==> src/rtl/barrel_pkg.sv <==
// Shared types and helpers for the pipelined barrel shifter.
// Optional feature macro: ONEHOT_AMT_EN (consumed by the top level).
package barrel_pkg;

  // Shift modes as carried on in_mode and through every stage.
  typedef enum logic [1:0] {
    SH_LSR = 2'b00,
    SH_LSL = 2'b01,
    SH_ROR = 2'b10,
    SH_ASR = 2'b11
  } shift_mode_t;

  // Number of log2 stages (and binary amount width) for a given data width.
  function automatic int calc_aw(input int width);
    return (width <= 2) ? 1 : $clog2(width);
  endfunction

endpackage

==> src/rtl/barrel_stage.sv <==
// One pipeline stage of the barrel shifter: a valid/ready register slice
// whose input side conditionally shifts by 2^STAGE in the selected mode.
//
// Handshake: a transfer happens on a cycle where valid && ready are both 1;
// the producer holds valid and payload stable until that transfer, and
// ready never depends on the same side's valid.
module barrel_stage
  import barrel_pkg::*;
#(
  parameter int WIDTH = 8,
  parameter int STAGE = 0,
  parameter int AW    = calc_aw(WIDTH)
) (
  input  logic             clk,
  input  logic             rst,
  input  logic             in_valid,
  output logic             in_ready,
  input  logic [WIDTH-1:0] in_data,
  input  logic [1:0]       in_mode,
  input  logic [AW-1:0]    in_amt,
  input  logic             in_err,
  output logic             out_valid,
  input  logic             out_ready,
  output logic [WIDTH-1:0] out_data,
  output logic [1:0]       out_mode,
  output logic [AW-1:0]    out_amt,
  output logic             out_err
);

  localparam int DIST = 1 << STAGE;

  logic             valid_q, valid_d;
  logic [WIDTH-1:0] data_q, data_d;
  logic [1:0]       mode_q, mode_d;
  logic [AW-1:0]    amt_q, amt_d;
  logic             err_q, err_d;
  logic [WIDTH-1:0] shifted;
  logic             load;

  // Mode-dependent shift by DIST when this stage's amount bit is set.
  // Arithmetic right uses the current MSB as fill: earlier arithmetic
  // stages preserve the MSB, so it is still the original sign bit.
  always_comb begin
    shifted = in_data;
    if (in_amt[STAGE]) begin
      case (shift_mode_t'(in_mode))
        SH_LSR:  shifted = in_data >> DIST;
        SH_LSL:  shifted = in_data << DIST;
        SH_ROR:  shifted = (in_data >> DIST) | (in_data << (WIDTH - DIST));
        SH_ASR:  shifted = WIDTH'($signed(in_data) >>> DIST);
        default: shifted = in_data;
      endcase
    end
  end

  // Slice control: accept when empty or when the held word leaves this cycle.
  always_comb begin
    load     = !valid_q || out_ready;
    in_ready = load;
    valid_d  = valid_q;
    data_d   = data_q;
    mode_d   = mode_q;
    amt_d    = amt_q;
    err_d    = err_q;
    if (load) begin
      valid_d = in_valid;
      if (in_valid) begin
        data_d = shifted;
        mode_d = in_mode;
        amt_d  = in_amt;
        err_d  = in_err;
      end
    end
  end

  // Stage registers; reset empties the slice and clears the payload.
  always_ff @(posedge clk or posedge rst) begin
    if (rst) begin
      valid_q <= 1'b0;
      data_q  <= '0;
      mode_q  <= '0;
      amt_q   <= '0;
      err_q   <= 1'b0;
    end else begin
      valid_q <= valid_d;
      data_q  <= data_d;
      mode_q  <= mode_d;
      amt_q   <= amt_d;
      err_q   <= err_d;
    end
  end

  assign out_valid = valid_q;
  assign out_data  = data_q;
  assign out_mode  = mode_q;
  assign out_amt   = amt_q;
  assign out_err   = err_q;

endmodule

==> src/rtl/pipelined_barrel_shifter.sv <==
// Pipelined barrel shifter: AW valid/ready stages, stage s shifts by 2^s.
// Modes: 00 logical right, 01 logical left, 10 rotate right, 11 arithmetic right.
// Optional macro ONEHOT_AMT_EN: in_amt becomes a WIDTH-bit one-hot amount;
// zero or multi-hot amounts flag out_err and force out_data to 0.
module pipelined_barrel_shifter
  import barrel_pkg::*;
#(
  parameter int WIDTH = 8,
  parameter int AW    = calc_aw(WIDTH)
) (
  input  logic             clk,
  input  logic             rst,
  input  logic             in_valid,
  output logic             in_ready,
  input  logic [WIDTH-1:0] in_data,
`ifdef ONEHOT_AMT_EN
  input  logic [WIDTH-1:0] in_amt,
`else
  input  logic [AW-1:0]    in_amt,
`endif
  input  logic [1:0]       in_mode,
  output logic             out_valid,
  input  logic             out_ready,
  output logic [WIDTH-1:0] out_data,
  output logic             out_err
);

  // Index 0 is the input side; index k+1 is the output of stage k.
  logic             v_w [0:AW];
  logic             r_w [0:AW];
  logic [WIDTH-1:0] d_w [0:AW];
  logic [1:0]       m_w [0:AW];
  logic [AW-1:0]    a_w [0:AW];
  logic             e_w [0:AW];

  logic [AW-1:0]    amt_bin;
  logic             amt_err;

`ifdef ONEHOT_AMT_EN
  logic [AW:0]      ones;

  // Encode the one-hot amount to binary; anything but exactly one bit is illegal.
  always_comb begin
    amt_bin = '0;
    ones    = '0;
    for (int i = 0; i < WIDTH; i++) begin
      if (in_amt[i]) begin
        amt_bin = amt_bin | AW'(i);
        ones    = ones + (AW+1)'(1);
      end
    end
    amt_err = (ones != (AW+1)'(1));
  end
`else
  // Binary amount passes straight into stage 0; no illegal encodings exist.
  always_comb begin
    amt_bin = in_amt;
    amt_err = 1'b0;
  end
`endif

  assign v_w[0]   = in_valid;
  assign in_ready = r_w[0];
  assign d_w[0]   = in_data;
  assign m_w[0]   = in_mode;
  assign a_w[0]   = amt_bin;
  assign e_w[0]   = amt_err;
  assign r_w[AW]  = out_ready;

  for (genvar s = 0; s < AW; s++) begin : g_stage
    barrel_stage #(
      .WIDTH (WIDTH),
      .STAGE (s),
      .AW    (AW)
    ) u_stage (
      .clk       (clk),
      .rst       (rst),
      .in_valid  (v_w[s]),
      .in_ready  (r_w[s]),
      .in_data   (d_w[s]),
      .in_mode   (m_w[s]),
      .in_amt    (a_w[s]),
      .in_err    (e_w[s]),
      .out_valid (v_w[s+1]),
      .out_ready (r_w[s+1]),
      .out_data  (d_w[s+1]),
      .out_mode  (m_w[s+1]),
      .out_amt   (a_w[s+1]),
      .out_err   (e_w[s+1])
    );
  end

  assign out_valid = v_w[AW];
  assign out_data  = e_w[AW] ? '0 : d_w[AW];
`ifdef ONEHOT_AMT_EN
  assign out_err   = e_w[AW];
`else
  assign out_err   = 1'b0;
`endif

endmodule
==> config.mk <==
export PLATFORM = sky130hd
export DESIGN_NAME = pipelined_barrel_shifter
export DESIGN_NICKNAME = d
export VERILOG_FILES = /design/src/rtl/barrel_pkg.sv /design/src/rtl/barrel_stage.sv /design/src/rtl/pipelined_barrel_shifter.sv
export SDC_FILE = /design/constraint.sdc
export NUM_CORES = 1
export LEC_CHECK = 0
export ABC_AREA = 1
export CORE_MARGIN = 2
export CORE_UTILIZATION = 50
export DETAILED_ROUTE_END_ITERATION = 10
export HOLD_SLACK_MARGIN = 0.1
export PLACE_DENSITY = 0.74
export SLEW_MARGIN = 20
export SYNTH_ARGS = -nofsm -noshare
export SYNTH_HDL_FRONTEND = slang
export SYNTH_SLANG_ARGS = --single-unit
==> constraint.sdc <==
create_clock -name clk -period 2.6 [get_ports clk]
set_input_delay 0.39 -clock clk [delete_from_list [all_inputs] [get_ports clk]]
set_output_delay 0.39 -clock clk [all_outputs]
set_load 0.005 [all_outputs]
==> results.cfg <==
[place]
dpl.cell_count = 327
gp_congestion = 0.835
io_buffers = 26
dpl.hpwl_um = 2580

[job]
drv_cap = 0

[cells_and_area]
drive_gt1_share_pct = 6.99
instances_no_fill = 334
layout.nets = 303
fillCellCount = 387
n_antenna_cell = 0
areaGrowthSynthToFinish_pct = 14.3
utilization_pct = 59.8
multi_input_area_um2 = 823
seq_area_um2 = 851

[floorplan]
row_count = 22
die_w_um = 66.1
coreArea_um2 = 3690
dieHeight_um = 66.1
die-area_um2 = 4370
start_util_pct = 52.3
boundaryPins = 28

[drt]
ant_nets = 0
drt_iter0_markers = 68
drt_pass1_iterations = 4
wl_per_cell_um = 10.4
drc_errors = 0
routed-via-count = 1637
drt-total-wl_um = 3480
via_per_inst = 4.90

[synthesis]
synth-edff-count = 0
syn-mean-instance-area_um2 = 7.14
synth_mux_area_share_pct = 0
yosys-top-cells-area = dfrtp_1 44%, nand2_1 17%, nand3_1 8.6%, inv_1 5.8%, nor2_1 4.7%
synth-main-ff-cell = dfrtp_1
netlist_area_um2 = 1930
synth_top_family_by_area = simple AND/OR/NAND/NOR gates
synth-adder-area-share_pct = 0
yosys.area_share.simple_pct = 33.6
synth_seq_cells = 34
yosysMostFrequentCell = nand2_1
yosysWarnings = 0
synth_xor_area_share_pct = 0
seq_area_frac_synth_pct = 44.1
synthCells = 270
yosysTopAreaCellShare_pct = 44.1
netlist_top_cells_count = 87 x nand2_1, 34 x dfrtp_1, 33 x nand3_1
synthDistinctLibCells = 20
synth_compound_area_share_pct = 8.89
async_flop_share_pct = 100
synth_fp_nets = 287
synth_top_area_cell = dfrtp_1

[sta]
finalCritPeriodShare_pct = 72.7
slew_violations = 0
period_needed_ps = 1890
setup_violations = 0
finalClockSkew_ps = 3.48
rsz0062_at_grt = false
hold_viol = 0
clock.fmax_mhz = 529
timing.setup.tns_ps = 0

[clock_tree]
cts_buffers = 5
clk_latency_ps = 280
holdBufCountCts = 0
root_buffer = clkbuf_8
htree_num_levels = 2
clock_sink_count = 34
cts_buffer_depth = 2
clk_pin_slew_ps = 70
cts_tree = yes
cts_setup_buffers = 0
cts_resized = 0

[run_status]
run_status = finished clean

[power]
internal-power_mw = 1.18
switchingPower_uw = 659
pwr_density_cell_nw_per_um2 = 832
p_leak_nw = 1.14
pwr-share-seq_pct = 46.4
swShare_pct = 35.9
clockPowerShare_pct = 19.7
peakVddDrop_uv = 294
combPwrFrac_pct = 33.9
finalPower_mw = 1.83

[setup_path]
cp.required_ps = 2210
arrival_ps = 1500
critPathLaunchType = input pin
cp_max_fo = 3
crit_type = input pin to output port
crit_path_end_kind = output port

[worst_hold_path]
min_path_type = flip-flop to flip-flop

[global_route]
grt_use_total_pct = 19.0
grt-ovfl-total = 0
grt_pass1_wl_um = 6280
antenna_found_initial = 0
grt_max_degree = 35
grt_pass1_vias = 1501
-- per-stage QoR --
stage	setup WS [ps]	hold slack (ps)	area, µm²
floorplan	1460	442	1930
CTS	697	485	2200
global route	634	502	2200
global placement	706	462	2130
detailed placement	699	468	2130
finish	709	482	2200
-- cell families after synthesis --
| kind of cell | Yosys count |
|---|---|
| simple gates | 152 |
| buf+inv | 51 |
| flops | 34 |
| compound gates | 32 |
| other cells | 1 |
-- cell usage in the layout, fill, tap and decap left out, drive strengths merged, types with 3 or more instances in the layout --
cell type      Yosys  routed
clkinv             1       3
nand2             92      92
nand3             34      34
dfrtp             34      34
o21ai             20      20
clkbuf             0       5
nor2              24      24
clkdlybuf4s50      0      26
a21oi             12      12
inv               32      32
-- registers in the layout (all words and copies together), names as in the netlist --
signal / count
g_stage.u_stage.out_amt: 3
g_stage.u_stage.out_data: 24
g_stage.u_stage.out_mode: 4
g_stage.u_stage.out_valid: 3
-- critical path, stage by stage --
cell and delay, ps:
clkdlybuf4s50_1 450, inv_1 60, nand4_2 90, clkdlybuf4s50_1 510
-- routing by layer --
layer  track usage (%)  vias to the layer above  part of all wire (%)
li1                  -                      870                     -
met1              20.4                      728                    45
met2              34.5                       33                    49
met3              5.11                        6                   3.8
met4              8.42                        0                   2.2
met5                 0                        -                     0
-- worst paths after layout --
| check | from | endpoint | slack (ps) | depth (start not counted) |
|---|---|---|---|---|
| setup / recovery | out_ready | in_ready | 710 | 4 |
| hold / removal | g_stage[2].u_stage.out_data[1]$_DFFE_PP0P_ | g_stage[2].u_stage.out_data[1]$_DFFE_PP0P_ | 480 | 2 |
| setup reg to reg | g_stage[2].u_stage.out_valid$_DFFE_PP0P_ | g_stage[1].u_stage.out_data[5]$_DFFE_PP0P_ | 1300 | 5 |
| hold reg to reg | g_stage[2].u_stage.out_data[1]$_DFFE_PP0P_ | g_stage[2].u_stage.out_data[1]$_DFFE_PP0P_ | 480 | 2 |
| max in group asynchronous | rst | g_stage[0].u_stage.out_amt[2]$_DFFE_PP0P_ | 1810 | 3 |
| min in group asynchronous | rst | g_stage[2].u_stage.out_valid$_DFFE_PP0P_ | 490 | 3 |
-- power groups by stage --
stage / clock network, mW / logic [mW] / registers (mW)
CTS: 0.374 / 0.632 / 0.851
detailed placement: 0 / 0.628 / 0.860
floorplan: 0 / 0.522 / 0.805
global placement: 0 / 0.619 / 0.852
global route: 0.395 / 0.729 / 0.874
finish: 0.362 / 0.622 / 0.851
-- final cells by class --
type / count / area share [%]
clock buffers: 5 / 3.12
clock inverters: 2 / 0.454
inverters: 33 / 5.62
multi-input cells: 185 / 37.3
flip-flops and latches: 34 / 38.6
well taps: 48 / 2.72
repair buffers: 27 / 12.1
Power figures use the tool's default switching activity.
